<file path="src/rtl/apu_pkg.sv">
// Shared APU constants: length-counter table and its index width.
package apu_pkg;

    localparam int unsigned LEN_IDX_W = 5;
    localparam int unsigned LEN_DEPTH = 32;

    localparam logic [7:0] LEN_TABLE [LEN_DEPTH] = '{
        8'd10,  8'd254, 8'd20,  8'd2,  8'd40,  8'd4,  8'd80,  8'd6,
        8'd160, 8'd8,   8'd60,  8'd10, 8'd14,  8'd12, 8'd26,  8'd14,
        8'd12,  8'd16,  8'd24,  8'd18, 8'd48,  8'd20, 8'd96,  8'd22,
        8'd192, 8'd24,  8'd72,  8'd26, 8'd16,  8'd28, 8'd32,  8'd30
    };

    // Purely combinational lookup so load latency never depends on the index.
    function automatic logic [7:0] len_lookup(input logic [LEN_IDX_W-1:0] idx);
        return LEN_TABLE[idx];
    endfunction

endpackage

</file>
<file path="src/rtl/apu_length_counter_bank_if.sv">
// Decoded per-channel length-load write bus (strobe + table index).
interface apu_length_counter_bank_if;
    import apu_pkg::*;

    logic                 we;
    logic [LEN_IDX_W-1:0] idx;

    modport master (output we, idx);
    modport slave  (input  we, idx);

endinterface

</file>
<file path="src/rtl/apu_length_channel.sv">
// One length counter: count, deferred-load slot and half-frame gate sample.
module apu_length_channel
    import apu_pkg::*;
#(
    parameter int unsigned CW        = 8,
    parameter int unsigned IMMEDIATE = 0
) (
    input  logic                      clk,
    input  logic                      reset,
    input  logic                      hframe,
    input  logic                      en,
    input  logic                      halt,
    apu_length_counter_bank_if.slave  wr,
    output logic                      act,
    output logic                      gate
);

    logic [CW-1:0]        cnt_q,  cnt_d;
    logic                 pend_q, pend_d;
    logic [LEN_IDX_W-1:0] pidx_q, pidx_d;
    logic                 gate_q, gate_d;

    logic [CW-1:0]        load_val;
    logic [CW-1:0]        pend_val;

    assign load_val = CW'(len_lookup(wr.idx));
    assign pend_val = CW'(len_lookup(pidx_q));

    // Disable wins over everything; a load on a tick replaces that tick's decrement.
    always_comb begin
        cnt_d  = cnt_q;
        pend_d = pend_q;
        pidx_d = pidx_q;
        gate_d = gate_q;
        if (!en) begin
            cnt_d  = '0;
            pend_d = 1'b0;
            gate_d = 1'b0;
        end else begin
            if (hframe) begin
                gate_d = (cnt_q != '0);
            end
            if (IMMEDIATE != 0) begin
                if (wr.we) begin
                    cnt_d = load_val;
                end else if (hframe && !halt && (cnt_q != '0)) begin
                    cnt_d = cnt_q - CW'(1);
                end
            end else if (hframe) begin
                if (wr.we) begin
                    cnt_d  = load_val;
                    pend_d = 1'b0;
                end else if (pend_q) begin
                    cnt_d  = pend_val;
                    pend_d = 1'b0;
                end else if (!halt && (cnt_q != '0)) begin
                    cnt_d = cnt_q - CW'(1);
                end
            end else if (wr.we) begin
                pend_d = 1'b1;
                pidx_d = wr.idx;
            end
        end
    end

    always_ff @(posedge clk) begin
        if (reset) begin
            cnt_q  <= '0;
            pend_q <= 1'b0;
            pidx_q <= '0;
            gate_q <= 1'b0;
        end else begin
            cnt_q  <= cnt_d;
            pend_q <= pend_d;
            pidx_q <= pidx_d;
            gate_q <= gate_d;
        end
    end

    assign act  = (cnt_q != '0);
    assign gate = gate_q;

endmodule

</file>
<file path="src/rtl/apu_length_counter_bank.sv">
// Bank of NCH independent length counters sharing one CPU load port.
module apu_length_counter_bank
    import apu_pkg::*;
#(
    parameter int unsigned NCH       = 4,
    parameter int unsigned CW        = 8,
    parameter int unsigned IMMEDIATE = 0,
    localparam int unsigned LCW      = (NCH > 1) ? $clog2(NCH) : 1
) (
    input  logic                 clk,
    input  logic                 reset,
    input  logic                 hframe,
    input  logic [NCH-1:0]       en,
    input  logic [NCH-1:0]       halt,
    input  logic                 load_we,
    input  logic [LCW-1:0]       load_ch,
    input  logic [LEN_IDX_W-1:0] load_idx,
    output logic [NCH-1:0]       act,
    output logic [NCH-1:0]       gate
);

    logic ch_ok;

    // Out-of-range channel numbers are possible when NCH is not a power of two.
    assign ch_ok = (32'(load_ch) < NCH);

    for (genvar i = 0; i < NCH; i++) begin : gen_ch
        apu_length_counter_bank_if wr_if ();

        assign wr_if.we  = load_we && ch_ok && (load_ch == LCW'(i)) && en[i];
        assign wr_if.idx = load_idx;

        apu_length_channel #(
            .CW        (CW),
            .IMMEDIATE (IMMEDIATE)
        ) u_ch (
            .clk    (clk),
            .reset  (reset),
            .hframe (hframe),
            .en     (en[i]),
            .halt   (halt[i]),
            .wr     (wr_if.slave),
            .act    (act[i]),
            .gate   (gate[i])
        );
    end

endmodule

</file>
<file path="config.mk">
export PLATFORM = sky130hd
export DESIGN_NAME = apu_length_counter_bank
export DESIGN_NICKNAME = d
export VERILOG_FILES = /design/src/rtl/apu_pkg.sv /design/src/rtl/apu_length_counter_bank_if.sv /design/src/rtl/apu_length_channel.sv /design/src/rtl/apu_length_counter_bank.sv
export SDC_FILE = /design/constraint.sdc
export NUM_CORES = 1
export LEC_CHECK = 0
export ABC_CLOCK_PERIOD_IN_PS = 1900
export CAP_MARGIN = 30
export CORE_UTILIZATION = 40
export CTS_CLUSTER_DIAMETER = 30
export CTS_CLUSTER_SIZE = 16
export DETAILED_ROUTE_END_ITERATION = 8
export PLACE_DENSITY = 0.64
export SYNTH_ARGS = -nofsm -noshare
export SYNTH_HDL_FRONTEND = slang
export SYNTH_SLANG_ARGS = --single-unit
</file>
<file path="constraint.sdc">
create_clock -name clk -period 1.9 [get_ports clk]
set_input_delay 0.285 -clock clk [delete_from_list [all_inputs] [get_ports clk]]
set_output_delay 0.285 -clock clk [all_outputs]
set_load 0.05 [all_outputs]
</file>
==> results.cfg, run 1 <==
[status]
status = complete, no violations

[worst_hold_path]
hp-class = in -> reg
min_from = hframe
hold_end = gen_ch[1].u_ch.cnt_q[0]
min_path_cells = 3

[critical_path]
critical_path_class = reg -> reg
rr_startpoint = gen_ch[0].u_ch.pidx_q[0]
rrSetupSlack_ns = 0.07
r2r_end = gen_ch[0].u_ch.cnt_q[2]
worstSetupEndpointType = flop
worstPathMaxFanout = 4
cp.required_ns = 2.11
worstPathArrival_ns = 2.04
worstRegToRegCells = 7
start_kind = flop

[floorplanning]
rows = 41
die_y_um = 115
chipWidth_um = 115
start_util_pct = 41.0
dieArea_mm2 = 0.0133
core_area_mm2 = 0.0126
num_io_pins = 27

[finish]
antennaDiodeCount = 0
final_nets = 820
fillers = 1179
drive_gt1_share_pct = 21.0
final_util_pct = 52.2
syn_to_final_growth_pct = 27.3

[power]
power.leakage_uw = 0.00256
design_power_total_uw = 4210
internal_power_uw = 3070
peakVddDrop_v = 0.000471
pwr-share-clk_pct = 46.3
pwr-share-comb_pct = 22.1
powerDensity_mw_per_mm2 = 642
pwr-share-seq_pct = 31.6
p_switching_uw = 1140
netSwitchingFraction_pct = 27.2

[synthesis]
yosys.area.top_type_share_pct = 23.3
synth_top_area_cell = dfxtp_1
post_synth_xor_area_fraction_pct = 2.72
synth-edff-count = 0
synth_top_cells_by_area = dfxtp_1, ha_1, a21oi_1
yosysSeqAreaShare_pct = 23.3
ys_types = 80
yosys.area_share.simple_pct = 22.5
syn_nets = 740
synth_compound_area_share_pct = 29.6
synth_warnings = 0
synthAdderAreaFrac_pct = 9.23
yosys-top-cells-count = nand2_1, a21oi_1, dfxtp_1
synth_ff_type = dfxtp_1
synth.cell_area_mm2 = 0.00515
synth_top_family_by_area = compound AO/OA/AOI/OAI gates
yosysMostFrequentCell = nand2_1
async_flop_share_pct = 0
netlist_instances = 683
postSynthAreaPerCell_um2 = 7.54
synth-seq-cells = 60
synth.area.mux_share_pct = 4.03

[timing]
period_share_pct = 96.3
fin_skew_ns = 0.00800
tightest_slew_ns = 0.559
finalCriticalPeriod_ns = 1.83
drv_slew = 0
setup_violations = 0
final_hold_viol_count = 0
fin_tns_setup_ns = 0
max_freq_ghz = 0.546
fin_hold_ws_ns = 0.412
relSlewSlack_pct = 62.7

[global_routing]
grt_pass1_vias = 4983
gr-total-overflow = 0
antenna_found_initial = 1
grt_pass1_wl_mm = 24.1
gr-usage-all-layers_pct = 22.8
grt_start_max_net_pins = 20

[clock_network]
cts_sinks = 60
cts-root-buf = clkbuf_16
htree_levels = 3
cts_buffers = 9
cts_buffer_depth = 2
hold_buffers = 0
cts_tree = done
cts.clk_slew.worst_paths_ns = 0.05
clock_latency_ns = 0.35

[place]
dp_hpwl_mm = 11.1
io_buffers = 26
place.gp.congestion = 0.946

[routing]
drtPass1Iterations = 5
drt-initial-drc-count = 425
viasPerCell = 5.71
drc_errors = 0
ant_nets = 0
drt_wl_total_mm = 14.8
vias = 5369
wl_per_cell_um = 15.8

[job]
maxCapViolCount = 0
==> kinds of logic after synthesis <==
logic type	Yosys count
flip-flops	60
buffers and inverters	96
adder cells (fa/ha/maj)	38
XOR/XNOR	16
multiplexers	19
AND/OR/NAND/NOR	224
AO/OA/AOI/OAI	230
==> layer usage <==
layer | track usage, % | wire length (um) | up-vias
met2 | 37.7 | 7090 | 167
met3 | 3.92 | 657 | 27
li1 | - | - | 2635
met1 | 29.6 | 6740 | 2538
met5 | 0 | 10 | -
met4 | 8.74 | 358 | 2
==> power groups by stage <==
stage / registers [uW] / clock network, uW / logic [uW]
CTS: 1330 / 1970 / 915
global route: 1330 / 2030 / 1000
global placement: 1350 / 0 / 896
finish: 1330 / 1950 / 929
detailed placement: 1350 / 0 / 908
floorplan: 1340 / 0 / 588
==> worst max path at each step <==
stage | from | endpoint
after global placement | load_idx[1] | gen_ch[2].u_ch.cnt_q[4]
final | gen_ch[0].u_ch.pidx_q[0] | gen_ch[0].u_ch.cnt_q[2]
after CTS | gen_ch[0].u_ch.pidx_q[0] | gen_ch[0].u_ch.cnt_q[2]
after global routing | load_idx[4] | gen_ch[0].u_ch.cnt_q[5]
after detailed placement | load_idx[1] | gen_ch[2].u_ch.cnt_q[2]
after floorplan | gen_ch[0].u_ch.pidx_q[0] | gen_ch[0].u_ch.cnt_q[2]
==> cell usage in the layout (no fill, tap or decap), types with 5 or more instances in the layout <==
master           Yosys  routed
a311oi_1             5       5
nor2_1              59      58
nand2b_1             9       9
inv_1               35      34
xor2_1               8       8
o211ai_1            18      18
o21ai_1              4       7
clkdlybuf4s50_1      0      18
o21ai_0             53      50
nor2b_1              8       7
o22ai_1              7       7
o2111ai_1            6       5
buf_4                9     102
dfxtp_1             60      57
a211oi_1            15      15
ha_1                38      36
xnor2_1              8       8
mux2i_1             14      14
nor3_1              25      25
clkbuf_16            0       9
nand2_1             65      64
nand4_1              5       5
nand3_1             16      16
a21oi_1             62      62
a22oi_1             10      10
==> critical path: stages (launching register included) <==
cell       delay (ns)
dfxtp_2          0.36
inv_4            0.06
ha_4             0.23
mux4_2           0.47
o2111ai_2        0.21
o21ai_1          0.10
a211oi_1         0.21
nor3_1           0.06
==> timing repair <==
item	4_1_cts	5_1_grt
endpoints found under the setup margin	9	10
gates resized for setup	6	18
setup buffers	0	1
endpoints found under the hold margin	0	0
pin swaps	0	4
==> metrics by stage <==
stage	instance area (um^2)	worst slack, ns	cells
floorplan	5150	0.00265	683
global placement	6120	-0.399	923
detailed placement	6120	-0.429	923
CTS	6480	0.00508	939
global route	6560	-0.0332	940
finish	6560	0.0696	940
==> layout make-up <==
cell class	count	area [um^2]	share of cell area, %
repair buffers	129	1070	16.4
well taps	172	215	3.28
flip-flops and latches	60	1200	18.4
multi-input cells	527	3570	54.5
clock buffers	12	256	3.91
clock inverters	4	95.1	1.45
inverters	36	140	2.14
==> flip-flops by register name (all words and copies together), names as in the netlist <==
name and flops:
gen_ch.u_ch.gate 4, gen_ch.u_ch.pidx_q 20, gen_ch.u_ch.cnt_q 32, gen_ch.u_ch.pend_q 4
Note: power is estimated with default switching activity, not from simulation.
==> run 2, diff against run 1 <==
- ABC_CLOCK_PERIOD_IN_PS: 1900 -> 1650
- CAP_MARGIN: 30 -> unset
- clock period: 1.9 -> 1.65 ns (I/O delays scaled with it)
==> results.cfg, run 2 (synthesis gave the netlist of run 1 again) <==
[status]
status = finished with violations
violations = negative setup slack

[critical_path]
worstPathMaxFanout = 5
start_kind = flop
worstPathArrival_ns = 2.01
cp.required_ns = 1.88
worstSetupEndpointType = flop
critical_path_class = reg -> reg

[global_routing]
grt_pass1_vias = 5136
grt_pass1_wl_mm = 24.4
gr-total-overflow = 0
gr-usage-all-layers_pct = 23.3
antenna_found_initial = 0
grt_start_max_net_pins = 25

[timing]
period_share_pct = 108
final_hold_viol_count = 0
drv_slew = 0
fin_skew_ns = 0.00652
setup_ws_ns = -0.137
finalCriticalPeriod_ns = 1.79
max_freq_ghz = 0.560
setup_violations = 7
tightest_slew_ns = 0.368
rsz0062_at_grt = true
relSlewSlack_pct = 75.4

[routing]
vias = 5640
ant_nets = 0
viasPerCell = 5.65
wl_per_cell_um = 15.8
drt_wl_total_mm = 15.7
drc_errors = 0
drt-initial-drc-count = 434
drtPass1Iterations = 5

[place]
place_area_mm2 = 0.00651
place.gp.congestion = 0.956
dp_hpwl_mm = 11.5
io_buffers = 26

[finish]
syn_to_final_growth_pct = 43.0
layout_common_cells = buf_4, nand2_1, nor2_1, a21oi_1, o21ai_0
final_common_cell = buf_4
top_register = gen_ch.u_ch.cnt_q
largest_reg_flops = 32
drive_gt1_share_pct = 36.6
final_nets = 878
antennaDiodeCount = 0
final_util_pct = 58.6
fin_area_mm2 = 0.00737
top_regs = gen_ch.u_ch.cnt_q: 32 flops, gen_ch.u_ch.pidx_q: 20 flops

[clock_network]
cts_sinks = 60
hold_buffers = 0
clock_latency_ns = 0.34
cts-root-buf = clkbuf_16
cts.clk_slew.worst_paths_ns = 0.05
cts_buffer_depth = 2
cts_buffers = 9
cts_tree = done
htree_levels = 3

[power]
peakVddDrop_v = 0.000487
power.leakage_uw = 0.00290
powerDensity_mw_per_mm2 = 612

[floorplanning]
die_y_um = 115
rows = 41
chipWidth_um = 115
core_area_mm2 = 0.0126
dieArea_mm2 = 0.0133
start_util_pct = 41.0
num_io_pins = 27

[job]
maxCapViolCount = 0

[worst_hold_path]
hp-class = in -> reg
## run 2: changes by cell type in the layout (fill, tap and decap cells not counted), sizes merged, moves of 2 or more
cell	change
buf	+60
bufinv	-3
clkbuf	+2
clkdlybuf4s50	-7
clkinv	+2
## run 2: per-layer routing
| layer | global-route usage (%) | wire length (um) | vias to the layer above |
|---|---|---|---|
| met5 | 0 | 0 | - |
| met4 | 9.96 | 290 | 0 |
| met3 | 4.92 | 817 | 25 |
| met2 | 38.3 | 7720 | 168 |
| met1 | 29.4 | 6910 | 2689 |
| li1 | - | - | 2758 |
## run 2: per-stage QoR
| step | TNS [ns] | setup slack [ns] | std cells | total power [uW] | hold WS, ns |
|---|---|---|---|---|---|
| after global placement | -16.81 | -0.573 | 969 | 2660 | 0.470 |
| after global routing | -1.21 | -0.195 | 998 | 4690 | 0.365 |
| after floorplan | -0.0727 | -0.0727 | 683 | 2220 | 0.373 |
| final | -0.372 | -0.137 | 998 | 4510 | 0.350 |
| after detailed placement | -17.93 | -0.612 | 969 | 2670 | 0.478 |
| after CTS | -0.311 | -0.181 | 991 | 4400 | 0.336 |
## run 2: critical path, cell delays in order, from the launching register on
cell and delay, ns:
dfxtp_4 0.38, inv_4 0.05, ha_4 0.23, mux4_2 0.48, o2111ai_2 0.21, o21ai_2 0.10, a211oi_2 0.16, nor3_1 0.07
## run 2: timing repair
item	in CTS	in global routing
setup endpoints to repair	26	40
cloned	1	2
resized for setup	37	111
pin swaps	17	44
buffers inserted	5	6
## run 2: power breakdown
part	switching (uW)	total (uW)	internal [uW]
registers	40.2	1520	1480
clock network	646	1650	1010
logic	678	1330	656
total	1360	4510	3140
## run 2: worst paths after layout
| check | start | endpoint | slack (ns) | cells after the start |
|---|---|---|---|---|
| hold reg to reg | gen_ch[1].u_ch.gate | gen_ch[1].u_ch.gate | 0.49 | 2 |
| setup reg to reg | gen_ch[0].u_ch.pidx_q[1] | gen_ch[0].u_ch.cnt_q[2] | -0.14 | 7 |
| setup / recovery | gen_ch[0].u_ch.pidx_q[1] | gen_ch[0].u_ch.cnt_q[2] | -0.14 | 7 |
| hold / removal | load_idx[0] | gen_ch[0].u_ch.pidx_q[0] | 0.35 | 4 |
## run 2: cell type report
| cell class | instances | area, um^2 |
|---|---|---|
| Clock inverter | 3 | 15.0 |
| Tap cell | 172 | 215 |
| Timing Repair Buffer | 185 | 1550 |
| Fill cell | 1095 | 5200 |
| Multi-Input combinational cell | 529 | 3950 |
| Sequential cell | 60 | 1240 |
| Inverter | 36 | 150 |
| Clock buffer | 13 | 240 |
